$ cat src/rtl/membus_arbiter.sv
//==============================================================================
// Module   : membus_arbiter
// Brief    : Single-port memory arbiter sharing one bus between fetch and
//            load/store, with bounded fetch starvation and access timeout.
// Revision : 1.0 - initial release
//==============================================================================
`default_nettype none

module membus_arbiter #(
    parameter int ADDR_W     = 32,
    parameter int DATA_W     = 32,
    parameter int MAX_WAIT   = 15,
    parameter int STARVE_LIM = 4
) (
    input  logic              i_clk,
    input  logic              i_nreset,
    input  logic              i_if_req,
    input  logic [ADDR_W-1:0] i_if_addr,
    output logic              o_if_gnt,
    output logic [DATA_W-1:0] o_if_rdata,
    input  logic              i_d_req,
    input  logic              i_d_we,
    input  logic [ADDR_W-1:0] i_d_addr,
    input  logic [DATA_W-1:0] i_d_wdata,
    output logic              o_d_gnt,
    output logic [DATA_W-1:0] o_d_rdata,
    output logic [ADDR_W-1:0] o_mem_addr,
    output logic              o_mem_read,
    output logic              o_mem_write,
    output logic [DATA_W-1:0] o_mem_wdata,
    input  logic [DATA_W-1:0] i_mem_rdata,
    input  logic              i_mem_ready,
    output logic              o_bus_err
);

    typedef enum logic [1:0] {
        S_IDLE   = 2'd0,
        S_ACCESS = 2'd1,
        S_RESP   = 2'd2
    } state_t;

    localparam int                    c_STARVE_W   = $clog2(STARVE_LIM + 1);
    localparam logic [c_STARVE_W-1:0] c_STARVE_MAX = c_STARVE_W'(STARVE_LIM);
    localparam logic [c_STARVE_W-1:0] c_STARVE_ONE = c_STARVE_W'(1);
    localparam logic [7:0]            c_WAIT_LAST  = 8'(MAX_WAIT - 1);

    state_t                state_q, state_d;
    logic                  own_data_q, own_data_d;
    logic [ADDR_W-1:0]     addr_q, addr_d;
    logic [DATA_W-1:0]     wdata_q, wdata_d;
    logic                  rd_q, rd_d;
    logic                  wr_q, wr_d;
    logic                  if_gnt_q, if_gnt_d;
    logic                  d_gnt_q, d_gnt_d;
    logic                  err_q, err_d;
    logic [DATA_W-1:0]     if_rdata_q, if_rdata_d;
    logic [DATA_W-1:0]     d_rdata_q, d_rdata_d;
    logic [c_STARVE_W-1:0] starve_q, starve_d;
    logic [7:0]            wait_q, wait_d;

    logic w_pick_data;

    // Data has priority unless fetch has already been passed over STARVE_LIM times.
    assign w_pick_data = i_d_req && !(i_if_req && (starve_q == c_STARVE_MAX));

    always_ff @(posedge i_clk or negedge i_nreset) begin
        if (!i_nreset) begin
            state_q    <= S_IDLE;
            own_data_q <= 1'b0;
            addr_q     <= '0;
            wdata_q    <= '0;
            rd_q       <= 1'b0;
            wr_q       <= 1'b0;
            if_gnt_q   <= 1'b0;
            d_gnt_q    <= 1'b0;
            err_q      <= 1'b0;
            if_rdata_q <= '0;
            d_rdata_q  <= '0;
            starve_q   <= '0;
            wait_q     <= '0;
        end else begin
            state_q    <= state_d;
            own_data_q <= own_data_d;
            addr_q     <= addr_d;
            wdata_q    <= wdata_d;
            rd_q       <= rd_d;
            wr_q       <= wr_d;
            if_gnt_q   <= if_gnt_d;
            d_gnt_q    <= d_gnt_d;
            err_q      <= err_d;
            if_rdata_q <= if_rdata_d;
            d_rdata_q  <= d_rdata_d;
            starve_q   <= starve_d;
            wait_q     <= wait_d;
        end
    end

    always_comb begin
        state_d    = state_q;
        own_data_d = own_data_q;
        addr_d     = addr_q;
        wdata_d    = wdata_q;
        rd_d       = rd_q;
        wr_d       = wr_q;
        if_gnt_d   = 1'b0;
        d_gnt_d    = 1'b0;
        err_d      = 1'b0;
        if_rdata_d = if_rdata_q;
        d_rdata_d  = d_rdata_q;
        starve_d   = starve_q;
        wait_d     = wait_q;

        unique case (state_q)
            S_IDLE: begin
                if (w_pick_data) begin
                    own_data_d = 1'b1;
                    addr_d     = i_d_addr;
                    wdata_d    = i_d_wdata;
                    rd_d       = !i_d_we;
                    wr_d       = i_d_we;
                    wait_d     = '0;
                    state_d    = S_ACCESS;
                    if (i_if_req && (starve_q != c_STARVE_MAX)) begin
                        starve_d = starve_q + c_STARVE_ONE;
                    end
                end else if (i_if_req) begin
                    own_data_d = 1'b0;
                    addr_d     = i_if_addr;
                    rd_d       = 1'b1;
                    wr_d       = 1'b0;
                    wait_d     = '0;
                    starve_d   = '0;
                    state_d    = S_ACCESS;
                end
            end
            S_ACCESS: begin
                // Grant and error are registered on the way into RESP so they
                // are visible for exactly the RESP cycle.
                if (i_mem_ready) begin
                    if (rd_q && own_data_q) begin
                        d_rdata_d = i_mem_rdata;
                    end else if (rd_q) begin
                        if_rdata_d = i_mem_rdata;
                    end
                    rd_d     = 1'b0;
                    wr_d     = 1'b0;
                    if_gnt_d = !own_data_q;
                    d_gnt_d  = own_data_q;
                    state_d  = S_RESP;
                end else if (wait_q == c_WAIT_LAST) begin
                    if (rd_q && own_data_q) begin
                        d_rdata_d = '1;
                    end else if (rd_q) begin
                        if_rdata_d = '1;
                    end
                    rd_d     = 1'b0;
                    wr_d     = 1'b0;
                    err_d    = 1'b1;
                    if_gnt_d = !own_data_q;
                    d_gnt_d  = own_data_q;
                    state_d  = S_RESP;
                end else begin
                    wait_d = wait_q + 8'd1;
                end
            end
            S_RESP: begin
                state_d = S_IDLE;
            end
            default: begin
                state_d = S_IDLE;
            end
        endcase
    end

    assign o_if_gnt    = if_gnt_q;
    assign o_if_rdata  = if_rdata_q;
    assign o_d_gnt     = d_gnt_q;
    assign o_d_rdata   = d_rdata_q;
    assign o_mem_addr  = addr_q;
    assign o_mem_read  = rd_q;
    assign o_mem_write = wr_q;
    assign o_mem_wdata = wdata_q;
    assign o_bus_err   = err_q;

endmodule

`default_nettype wire

$ cat config.mk
export PLATFORM = sky130hd
export DESIGN_NAME = membus_arbiter
export DESIGN_NICKNAME = d
export VERILOG_FILES = /design/src/rtl/membus_arbiter.sv
export SDC_FILE = /design/constraint.sdc
export NUM_CORES = 1
export LEC_CHECK = 0
export CORE_MARGIN = 5
export CORE_UTILIZATION = 42
export CTS_CLUSTER_DIAMETER = 200
export DETAILED_ROUTE_END_ITERATION = 7
export PLACE_DENSITY_LB_ADDON = 0.05
export SETUP_SLACK_MARGIN = 0.4
export SLEW_MARGIN = 10
export SYNTH_ARGS = -nofsm -noshare
export SYNTH_HDL_FRONTEND = slang
export SYNTH_SLANG_ARGS = --single-unit
export TNS_END_PERCENT = 20
$ cat constraint.sdc
create_clock -name i_clk -period 2 [get_ports i_clk]
set_input_delay 0.4 -clock i_clk [delete_from_list [all_inputs] [get_ports i_clk]]
set_output_delay 0.4 -clock i_clk [all_outputs]
set_load 0.02 [all_outputs]
Word-level counts from Yosys, hierarchy flattened
Index checks and enable logic that the tools add are counted.
Storage, ports and cells
  register bits: 147
  input bits: 134
  output and inout bits: 133
  logic and storage cells: 87
Operators by class
  $add $sub $neg: 2
  eq/ne operators: 9
  mux-type cells: 43
  bitwise logic cells: 1
  reductions and logical operators: 19
Operators with widths (count)
  32-bit two-way mux: 12
  8-bit two-way mux: 4
  1-bit two-way mux: 16
  8-bit one-hot mux with 2 select lines: 1
  3-bit two-way mux: 3
  3-bit != test, second input constant: 3
  3-bit AND reduction: 3
  8-bit by 1-bit adder with 8-bit output, second input constant: 1
  8-bit by 4-bit equality test with 1-bit output, second input constant: 1
  2-bit two-way mux: 4
  4-bit AND reduction: 2
  2-bit AND reduction: 3
  2-bit nonzero test: 3
  1-bit logical AND: 4
  2-bit != test, second input constant: 2
  1-bit one-hot mux with 2 select lines: 2
  2-bit one-hot mux with 2 select lines: 1
  3-bit by 1-bit adder with 3-bit output, second input constant: 1
  3-bit equality test, second input constant: 1
  1-bit zero test: 3
  2-bit by 1-bit equality test with 1-bit output, second input constant: 1
  2-bit zero test: 1
  2-bit by 1-bit != test with 1-bit output, second input constant: 1
  1-bit NOT: 1

Logic depth before layout (Yosys ltp)
Gate-level depths: netlist of the first run.
  depth in word-level cells: 6
  gate-level depth with buffers: 8
  gate-level depth less buffers: 7

Worst setup path before layout of the first run
Ideal clock, no wire load.
  path type: flip-flop to flip-flop
  from: register starve_q[0]
  to: register wdata_q[10], in the netlist o_mem_wdata[10]
  library setup time: 0.125 ns
  data arrival time: 1.550 ns
  data required time: 1.875 ns
  setup slack: 0.325 ns
  stages on the path, launching flop included: 9
  buffers on the path: 2
  period minus slack after synthesis: 1.675 ns
  cell sequence: dfrtp_1 -> inv_1 -> ha_1 -> nand3_1 -> and2_1 -> buf_2 -> nand2_2 -> buf_4 -> mux2_2
Between the ends
  cells in the longest elaborated chain, start to end: 5
Ends and longest elaborated chain
  start: declaration: RTL line 58  | logic [c_STARVE_W-1:0] starve_q, starve_d;
  start signal: assignment: RTL line 93  | starve_q <= starve_d;
  3-bit equality test: RTL line 64  | assign w_pick_data = i_d_req && !(i_if_req && (starve_q == c_STARVE_MAX));
  1-bit logical AND: RTL line 64
  1-bit zero test: RTL line 64
  1-bit logical AND: RTL line 64
  2-bit AND reduction (no source line)
  end signal: assignment: RTL line 85  | wdata_q <= wdata_d;
  end: declaration: RTL line 50  | logic [DATA_W-1:0] wdata_q, wdata_d;
No other way between the ends.
A chain may end at the register's enable or synchronous reset.

Final worst setup path of the first run
  from: register addr_q[13], in the netlist o_mem_addr[13]
  to: output o_mem_addr[13]
RTL lines
  start: declaration: RTL line 49  | logic [ADDR_W-1:0] addr_q, addr_d;
  start signal: assignment: RTL line 84  | addr_q <= addr_d;
  end: declaration: RTL line 27  | output logic [ADDR_W-1:0] o_mem_addr,
No word-level cell between the ends.

==> run_results.csv, run 1 <==
group,metric,value,unit
setup_path,crit_path_start_kind,"flop",
pwr,share_comb_of_total_power,48.5,%
pwr,p_per_area,1592,nW/um2
grt,grt_max_degree,50,
clock_tree,clk_pin_slew,60,ps
floorplanning,core_area,14370,um2
setup_path,cp_top_family,"buffers and inverters",
synth,synth.distinct_cells,47,
sta,drv_slew,0,
pwr,power.total,0.01565,W
job,cap_violations,0,
sta,worst_pin_slew,428.2,ps
floorplanning,ios,267,
setup_path,cp_max_fo,2,
grt,antenna_found_initial,0,
clock_tree,clockRootBuffer,"clkbuf_16",
pwr,irDropWorstVdd,722.9,uV
setup_path,cp.depth,1,
synth,synth.cell_area,6106,um2
grt,overflow,0,
synth,yosysWarnings,0,
place,dp.final_hpwl,13660,um
floorplanning,std_cell_rows,44,
sta,maxSlewHeadroom,71.46,%
synth,synthArstFlopShare,100.0,%
floorplanning,die-area,17050,um2
sta,fin_crit_sh,90.62,%
synth,avgSynthCellArea,11.74,um2
pwr,power_frac_clock,18.3,%
pwr,leakage,4.352,nW
floorplanning,die_h,130.6,um
pwr,p_sw_share,37.33,%
worst_hold_path,hp-class,"input port to asynchronous set/reset pin",
cells_and_area,syn2layout_area_growth,61.05,%
setup_path,reg2reg_to,"o_if_rdata[30]",
grt,grt_pass1_vias,5490,
setup_path,r2r_slack,250,ps
place,placed_cells,957,
route,first_pass_iters,4,
clock_tree,clk_path_buf_depth,2,
run_status,outcome,"finished, final reports clean",
sta,rsz0062_at_grt,"yes",
synth,yosysTopAreaCellShare,60.25,%
setup_path,crit_required,1600,ps
pwr,p_int,0.009809,W
setup_path,cpPeakStageDelay,640,ps
cells_and_area,final_cells,999,
synth,ys_seq_area_share,60.25,%
setup_path,path_buf_inv,1,
cells_and_area,drive_above_1_share,14.74,%
sta,setup_viol,0,
route,drtIter0Drc,239,
sta,fmax,551.8,MHz
place,io_buffers,266,
clock_tree,htree_levels,4,
synth,ys.flop_type,"dfrtp_1",
setup_path,worstRegToRegCells,8,
sta,fin_skew,8.424,ps
cells_and_area,layout_common_cells,"clkdlybuf4s50_1, dfrtp_1, nand2_1",
route,vias,5192,
setup_path,cp.arrival,1410,ps
route,drc,0,
synth,synth_edf_count,0,
clock_tree,cts_buffers,17,
clock_tree,clkSinkCount,147,
sta,finalHoldViolations,0,
setup_path,critPathCaptureType,"output port",
setup_path,path_cells,"clkdlybuf4s50_1",
cells_and_area,num-nets-final,939,
route,avgRoutedWirePerCell,18.98,um
grt,grt_pass1_wl,28610,um
pwr,p_switching,0.005842,W
route,wl,18960,um
clock_tree,clock_latency,420,ps
floorplanning,die_width,130.6,um
synth,synth_seq_cells,147,
grt,grtUsageTotal,21.79,%
setup_path,reg2reg_from,"wait_q[0]",
pwr,pwr-share-seq,33.2,%
cells_and_area,final_core_util,68.43,%
sta,fin_crit,1812,ps
synth,syn_nets,658,
synth,synth.area.top_cells,"dfrtp_1, mux2_2, o32a_1",
place,gp_congestion,0.8242,
setup_path,critPathKind,"flop to output port",
synth,synthCells,520,
clock_tree,cts_tree,"done",
route,vias_per_cell,5.197,
setup_path,slowest_stage,"clkdlybuf4s50_1",
synth,synth_area_leader_cell,"dfrtp_1",
cells_and_area,final_common_cell,"clkdlybuf4s50_1",
floorplanning,start_util,42.49,%
route,ant_nets,0,
[Yosys cell counts, types with 2 or more instances]
master,n
nor2b_1,2
nand3_1,8
a21oi_1,2
and3_1,3
inv_1,6
a31oi_1,34
nor2_1,67
mux2_2,32
a211o_1,2
o2bb2ai_1,2
ha_1,4
buf_2,8
a2bb2oi_1,24
nand2_1,74
nand2b_1,2
a2bb2oi_2,7
o22a_1,2
clkbuf_1,18
o32a_1,31
buf_6,6
a21o_1,2
dfrtp_1,147
and2_1,3
o21ai_0,8
buf_4,4
[per-stage QoR]
step | hold slack, ps | TNS, ps | worst slack (ps) | cell area [um2]
floorplan | 104.4 | 0 | 416.0 | 6128
global placement | 319.8 | 0 | 34.72 | 9054
detailed placement | 320.8 | -24.49 | -24.49 | 9054
CTS | 447.4 | 0 | 176.9 | 9590
global route | 481.1 | 0 | 139.2 | 9831
finish | 451.1 | 0 | 187.6 | 9833
[metal layers]
| layer | wire length [um] | share of wire [%] | global-route usage, % |
|---|---|---|---|
| met5 | 0 | 0 | 0 |
| met4 | 391 | 2.1 | 8.893 |
| met3 | 1868 | 9.9 | 9.187 |
| met2 | 9562 | 50 | 35.66 |
| met1 | 7136 | 38 | 25.38 |
[logic make-up after synthesis]
family / share of synthesized area [%]
and+or+nand+nor: 12.27
DFF: 60.25
AOI/OAI and AO/OA: 16.72
buffers and inverters: 4.037
muxes: 5.902
adders and majority gates: 0.8197
[cell type report]
class,instances,area [um2]
repair buffers,299,3122
inverters,7,26.28
diodes,1,2.502
clock buffers,23,478.0
fillers,1086,4536
clock inverters,9,56.30
well taps,184,230.2
flip-flops and latches,147,3679
multi-input cells,329,2240
[power by group through the flow]
stage / Combinational (W) / Sequential, W / Clock (W)
6_report: 0.00759 / 0.00520 / 0.00286
3_3_place_gp: 0.00761 / 0.00520 / 0
4_1_cts: 0.00759 / 0.00522 / 0.00293
2_1_floorplan: 0.00225 / 0.00684 / 0
3_5_place_dp: 0.00773 / 0.00527 / 0
5_1_grt: 0.00808 / 0.00539 / 0.00304
[registers in the layout, indices dropped and copies added (netlist names), 2 cells and up]
name and count:
o_d_rdata 32, o_if_rdata 32, o_mem_addr 32, o_mem_wdata 32
wait_q 8, starve_q 3, state_q 2
[how the worst max path moves through the flow]
stage                          startpoint              end  slack, ps
after floorplan               starve_q[0]  o_mem_wdata[10]        420
after global placement        i_mem_ready        wait_q[2]         30
after detailed placement      i_mem_ready        wait_q[2]        -20
after CTS                 o_mem_wdata[11]  o_mem_wdata[11]        180
after global routing       o_mem_addr[17]   o_mem_addr[17]        140
final                      o_mem_addr[13]   o_mem_addr[13]        190
[timing repair]
action / 4_1_cts / 5_1_grt
setup buffers: 2 / 4
gates cloned: 0 / 2
hold buffers: 1 / 0
pin swaps: 1 / 5
setup endpoints to repair: 271 / 247
endpoints found under the hold margin: 34 / 0
gates resized for setup: 34 / 52
No activity file was read; power rests on OpenSTA's default activity.
==> inputs of run 2 (changes only) <==
--- a/config.mk
+++ b/config.mk
@@ -6,7 +6,8 @@
 export NUM_CORES = 1
 export LEC_CHECK = 0
 export CORE_MARGIN = 5
-export CORE_UTILIZATION = 42
+export CORE_UTILIZATION = 44
+export CTS_BUF_LIST = sky130_fd_sc_hd__clkbuf_8
 export CTS_CLUSTER_DIAMETER = 200
 export DETAILED_ROUTE_END_ITERATION = 7
 export PLACE_DENSITY_LB_ADDON = 0.05
==> run_results.csv, run 2 (synthesized netlist as in run 1, its figures left out) <==
group,metric,value,unit
grt,overflow,0,
run_status,outcome,"finished, final reports clean",
sta,setup_viol,0,
setup_path,crit_path_start_kind,"flop",
sta,maxSlewHeadroom,66.03,%
route,ant_nets,0,
cells_and_area,final_common_cell,"clkdlybuf4s50_1",
setup_path,reg2reg_from,"wait_q[0]",
setup_path,cp_max_fo,2,
cells_and_area,drive_above_1_share,17.50,%
setup_path,slowest_stage,"clkdlybuf4s50_1",
route,drc,0,
setup_path,cp_top_family,"buffers and inverters",
sta,finalHoldViolations,0,
grt,grt_pass1_vias,5611,
clock_tree,clk_pin_slew,80,ps
place,dp.final_hpwl,13350,um
setup_path,path_buf_inv,1,
floorplanning,ios,267,
clock_tree,clk_path_buf_depth,2,
cells_and_area,layout_common_cells,"clkdlybuf4s50_1, dfrtp_1, nand2_1",
route,drtIter0Drc,242,
floorplanning,std_cell_rows,43,
route,first_pass_iters,5,
floorplanning,die_width,127.8,um
grt,grtUsageTotal,22.77,%
sta,fin_skew,12.69,ps
clock_tree,clkSinkCount,147,
floorplanning,die_h,127.8,um
grt,grt_pass1_wl,29160,um
job,cap_violations,0,
pwr,leakage,4.184,nW
sta,fmax,540.7,MHz
clock_tree,clock_latency,440,ps
place,gp_congestion,0.8515,
pwr,p_per_area,1556,nW/um2
setup_path,path_cells,"clkdlybuf4s50_1",
clock_tree,cts_buffers,17,
cells_and_area,nFillCells,999,
sta,rsz0062_at_grt,"yes",
setup_path,critPathKind,"flop to output port",
route,avgRoutedWirePerCell,19.33,um
cells_and_area,num-nets-final,943,
floorplanning,start_util,44.51,%
route,wl,19280,um
route,vias,5259,
clock_tree,clockRootBuffer,"clkbuf_8",
sta,setup_tns,0,ps
clock_tree,htree_levels,4,
worst_hold_path,hp-class,"input port to asynchronous set/reset pin",
sta,drv_slew,0,
floorplanning,core_area,13720,um2
clock_tree,cts_tree,"done",
sta,fin_crit,1850,ps
grt,antenna_found_initial,0,
place,io_buffers,266,
route,vias_per_cell,5.275,
sta,fin_crit_sh,92.48,%
grt,grt_max_degree,66,
setup_path,crit_required,1600,ps
setup_path,crit_start,"o_if_rdata[7]",
setup_path,critPathCaptureType,"output port",
setup_path,cpPeakStageDelay,640,ps
cells_and_area,syn2layout_area_growth,61.09,%
setup_path,cp.arrival,1450,ps
cells_and_area,diodes,0,
pwr,power.total,0.01530,W
pwr,irDropWorstVdd,784.6,uV
sta,worst_pin_slew,509.5,ps
floorplanning,die-area,16330,um2
## run 2: timing repair
item / in CTS / in global routing
endpoints found under the hold margin: 36 / 0
buffers inserted: 0 / 7
resized for setup: 67 / 46
pin swaps: 0 / 29
hold buffers: 1 / 0
cloned: 0 / 7
setup endpoints to repair: 272 / 276
## run 2: cell type report
class                           instances  area [um2]  area share [%]
Clock buffer                           19       261.5           2.659
Clock inverter                         12       140.1           1.425
Inverter                                7       26.28          0.2671
Multi-Input combinational cell        329        2359           23.98
Sequential cell                       147        3681           37.43
Tap cell                              180       225.2           2.290
Timing Repair Buffer                  303        3143           31.96
## run 2: worst reg2reg max path: cells and delay by family, from the launching register on
kind            cells  cell delay [ps]
buf+inv             4              480
compound gates      2              420
flops               1              390
simple gates        2              210
fa+ha+maj           1              150
## run 2: path summary, 6_finish.rpt
check	end	slack, ps	depth (start not counted)
max	o_if_rdata[7]	150	1
min	o_if_rdata[23]	440	2
max reg2reg	o_if_rdata[31]	250	9
min reg2reg	o_d_rdata[27]	500	1
max in group asynchronous	o_mem_addr[31]	930	3
min in group i_clk	o_d_rdata[27]	500	1
## run 2: power breakdown
group / internal, W / switching (W)
Clock: 0.00128 / 0.00107
Sequential: 0.00439 / 0.000855
Combinational: 0.00383 / 0.00388
Total: 0.00950 / 0.00580
## run 2: per-layer routing
layer / vias up / wire length (um) / global-route usage [%] / part of all wire [%]
li1: 2431 / - / - / -
met1: 2579 / 7225 / 26.80 / 37
met2: 217 / 9728 / 37.65 / 50
met3: 32 / 1815 / 8.917 / 9.4
met4: 0 / 506 / 8.801 / 2.6
met5: - / 0 / 0 / 0
## run 2: through the flow
stage / setup slack (ps) / cells / cell area, um2 / utilization (%) / hold slack [ps]
2_1_floorplan: 416.0 / 520 / 6128 / - / 104.4
5_1_grt: 95.26 / 997 / 9836 / 71.69 / 465.9
3_5_place_dp: 38.25 / 951 / 9059 / 66.03 / 340.8
6_report: 150.4 / 997 / 9836 / 71.69 / 437.0
4_1_cts: 149.2 / 983 / 9419 / 68.65 / 430.7
3_3_place_gp: 64.89 / 951 / 9059 / 66.03 / 337.1
==> inputs of run 3 (changes only) <==
--- a/config.mk
+++ b/config.mk
@@ -5,8 +5,8 @@
 export SDC_FILE = /design/constraint.sdc
 export NUM_CORES = 1
 export LEC_CHECK = 0
-export CORE_MARGIN = 5
-export CORE_UTILIZATION = 44
+export CORE_MARGIN = 8
+export CORE_UTILIZATION = 40
 export CTS_BUF_LIST = sky130_fd_sc_hd__clkbuf_8
 export CTS_CLUSTER_DIAMETER = 200
 export DETAILED_ROUTE_END_ITERATION = 7
==> run_results.csv, run 3 (synthesized netlist as in run 1, its figures left out) <==
group,metric,value,unit
run_status,outcome,"finished, final reports clean",
route,drc,0,
clock_tree,clockRootBuffer,"clkbuf_8",
sta,fmax,535.2,MHz
route,avgRoutedWirePerCell,19.81,um
route,ant_nets,0,
grt,overflow,0,
clock_tree,clk_pin_slew,80,ps
place,placed_area,9041,um2
floorplanning,start_util,40.62,%
pwr,leakage,4.275,nW
grt,grt_pass1_wl,30140,um
setup_path,crit_path_start_kind,"flop",
setup_path,reg2reg_from,"wait_q[0]",
cells_and_area,nFillCells,1174,
clock_tree,clkSinkCount,147,
sta,drv_slew,0,
setup_path,cp_max_fo,2,
place,placed_cells,957,
sta,maxSlewHeadroom,69.65,%
cells_and_area,final_common_cell,"clkdlybuf4s50_1",
setup_path,cp.arrival,1470,ps
sta,fin_crit,1868,ps
grt,grt_pass1_vias,5473,
setup_path,path_cells,"clkdlybuf4s50_1",
job,cap_violations,0,
floorplanning,ios,267,
route,vias,5191,
cells_and_area,finish.instance_area,9757,um2
cells_and_area,num-nets-final,935,
setup_path,cp_top_family,"buffers and inverters",
clock_tree,cts_buffers,17,
route,vias_per_cell,5.201,
route,first_pass_iters,5,
sta,rsz0062_at_grt,"yes",
setup_path,path_buf_inv,1,
floorplanning,die_h,139.6,um
grt,antenna_found_initial,0,
setup_path,critPathKind,"flop to output port",
pwr,irDropWorstVdd,877.5,uV
sta,fin_skew,15.26,ps
pwr,p_per_area,1539,nW/um2
setup_path,slowest_stage,"clkdlybuf4s50_1",
floorplanning,core_area,15030,um2
route,wl,19770,um
cells_and_area,final_core_util,64.90,%
place,gp_congestion,0.7874,
clock_tree,htree_levels,4,
clock_tree,clk_path_buf_depth,2,
cells_and_area,syn2layout_area_growth,59.80,%
sta,fin_crit_sh,93.42,%
sta,setup_viol,0,
grt,grtUsageTotal,19.73,%
floorplanning,die_width,139.6,um
cells_and_area,drive_above_1_share,15.80,%
cells_and_area,final_cells,998,
setup_path,crit_required,1600,ps
cells_and_area,layout_common_cells,"clkdlybuf4s50_1, dfrtp_1, nand2_1",
setup_path,critPathCaptureType,"output port",
floorplanning,std_cell_rows,45,
sta,finalHoldViolations,0,
grt,grt_max_degree,63,
sta,worst_pin_slew,455.2,ps
place,dp.final_hpwl,14360,um
cells_and_area,diodes,0,
setup_path,crit_start,"o_if_rdata[14]",
clock_tree,clock_latency,460,ps
setup_path,cpPeakStageDelay,630,ps
place,io_buffers,266,
clock_tree,cts_tree,"done",
cells_and_area,multiInputGateArea,2270,um2
cells_and_area,seq_area,3679,um2
floorplanning,die-area,19470,um2
worst_hold_path,hp-class,"input port to asynchronous set/reset pin",
sta,setup_tns,0,ps
route,drtIter0Drc,275,
run 3: layer usage:
metal  vias up  share of wire, %  GRT usage (%)
met5         -                 0              0
met1      2537                39          21.66
met3        28                11          10.43
met2       210                48          31.82
li1       2416                 -              -
met4         0               2.1          7.657
run 3: repair_timing:
action / CTS / global route
endpoints found under the hold margin: 46 / 0
buffers inserted: 0 / 3
hold buffers: 1 / 0
gates resized for setup: 110 / 53
cloned: 0 / 5
endpoints found under the setup margin: 271 / 265
run 3: cell type report:
type                       count  share of cell area [%]
multi-input combinational    329                   23.26
clock inverter                13                   1.141
inverter                       7                  0.2693
sequential                   147                   37.70
clock buffer                  19                   2.680
timing repair buffer         295                   32.53
tap                          188                   2.411
run 3: report_power, final:
part | internal (W) | total, W | switching (W) | leakage (nW)
Combinational | 0.00373 | 0.00760 | 0.00387 | 2.38
Sequential | 0.00439 | 0.00522 | 0.000835 | 1.71
Clock | 0.00104 | 0.00219 | 0.00115 | 0.189
Total | 0.00916 | 0.0150 | 0.00585 | 4.27
run 3: path summary, 6_finish.rpt:
kind / slack [ps] / cells past startpoint / endpoint
max reg2reg: 190 / 8 / wait_q[3]
min: 450 / 2 / wait_q[0]
max: 130 / 1 / o_if_rdata[14]
max in group asynchronous: 880 / 3 / o_if_rdata[9]
min reg2reg: 500 / 1 / o_d_rdata[14]
min in group i_clk: 500 / 3 / o_mem_addr[7]
run 3: stage by stage:
stage	worst slack (ps)	power [W]	hold WS, ps
global route	86.74	0.01587	475.1
finish	131.5	0.01501	453.2
detailed placement	46.68	0.01304	367.3
CTS	128.6	0.01501	447.3
floorplan	416.0	0.009094	104.4
global placement	67.05	0.01291	365.1
run 3: worst register-to-register path, stage by stage (launching register included):
cell	delay (ps)
dfrtp_1	420
inv_1	70
ha_2	160
nor3b_4	280
buf_4	180
a21oi_4	60
buf_4	150
and3_1	160
a211o_1	220
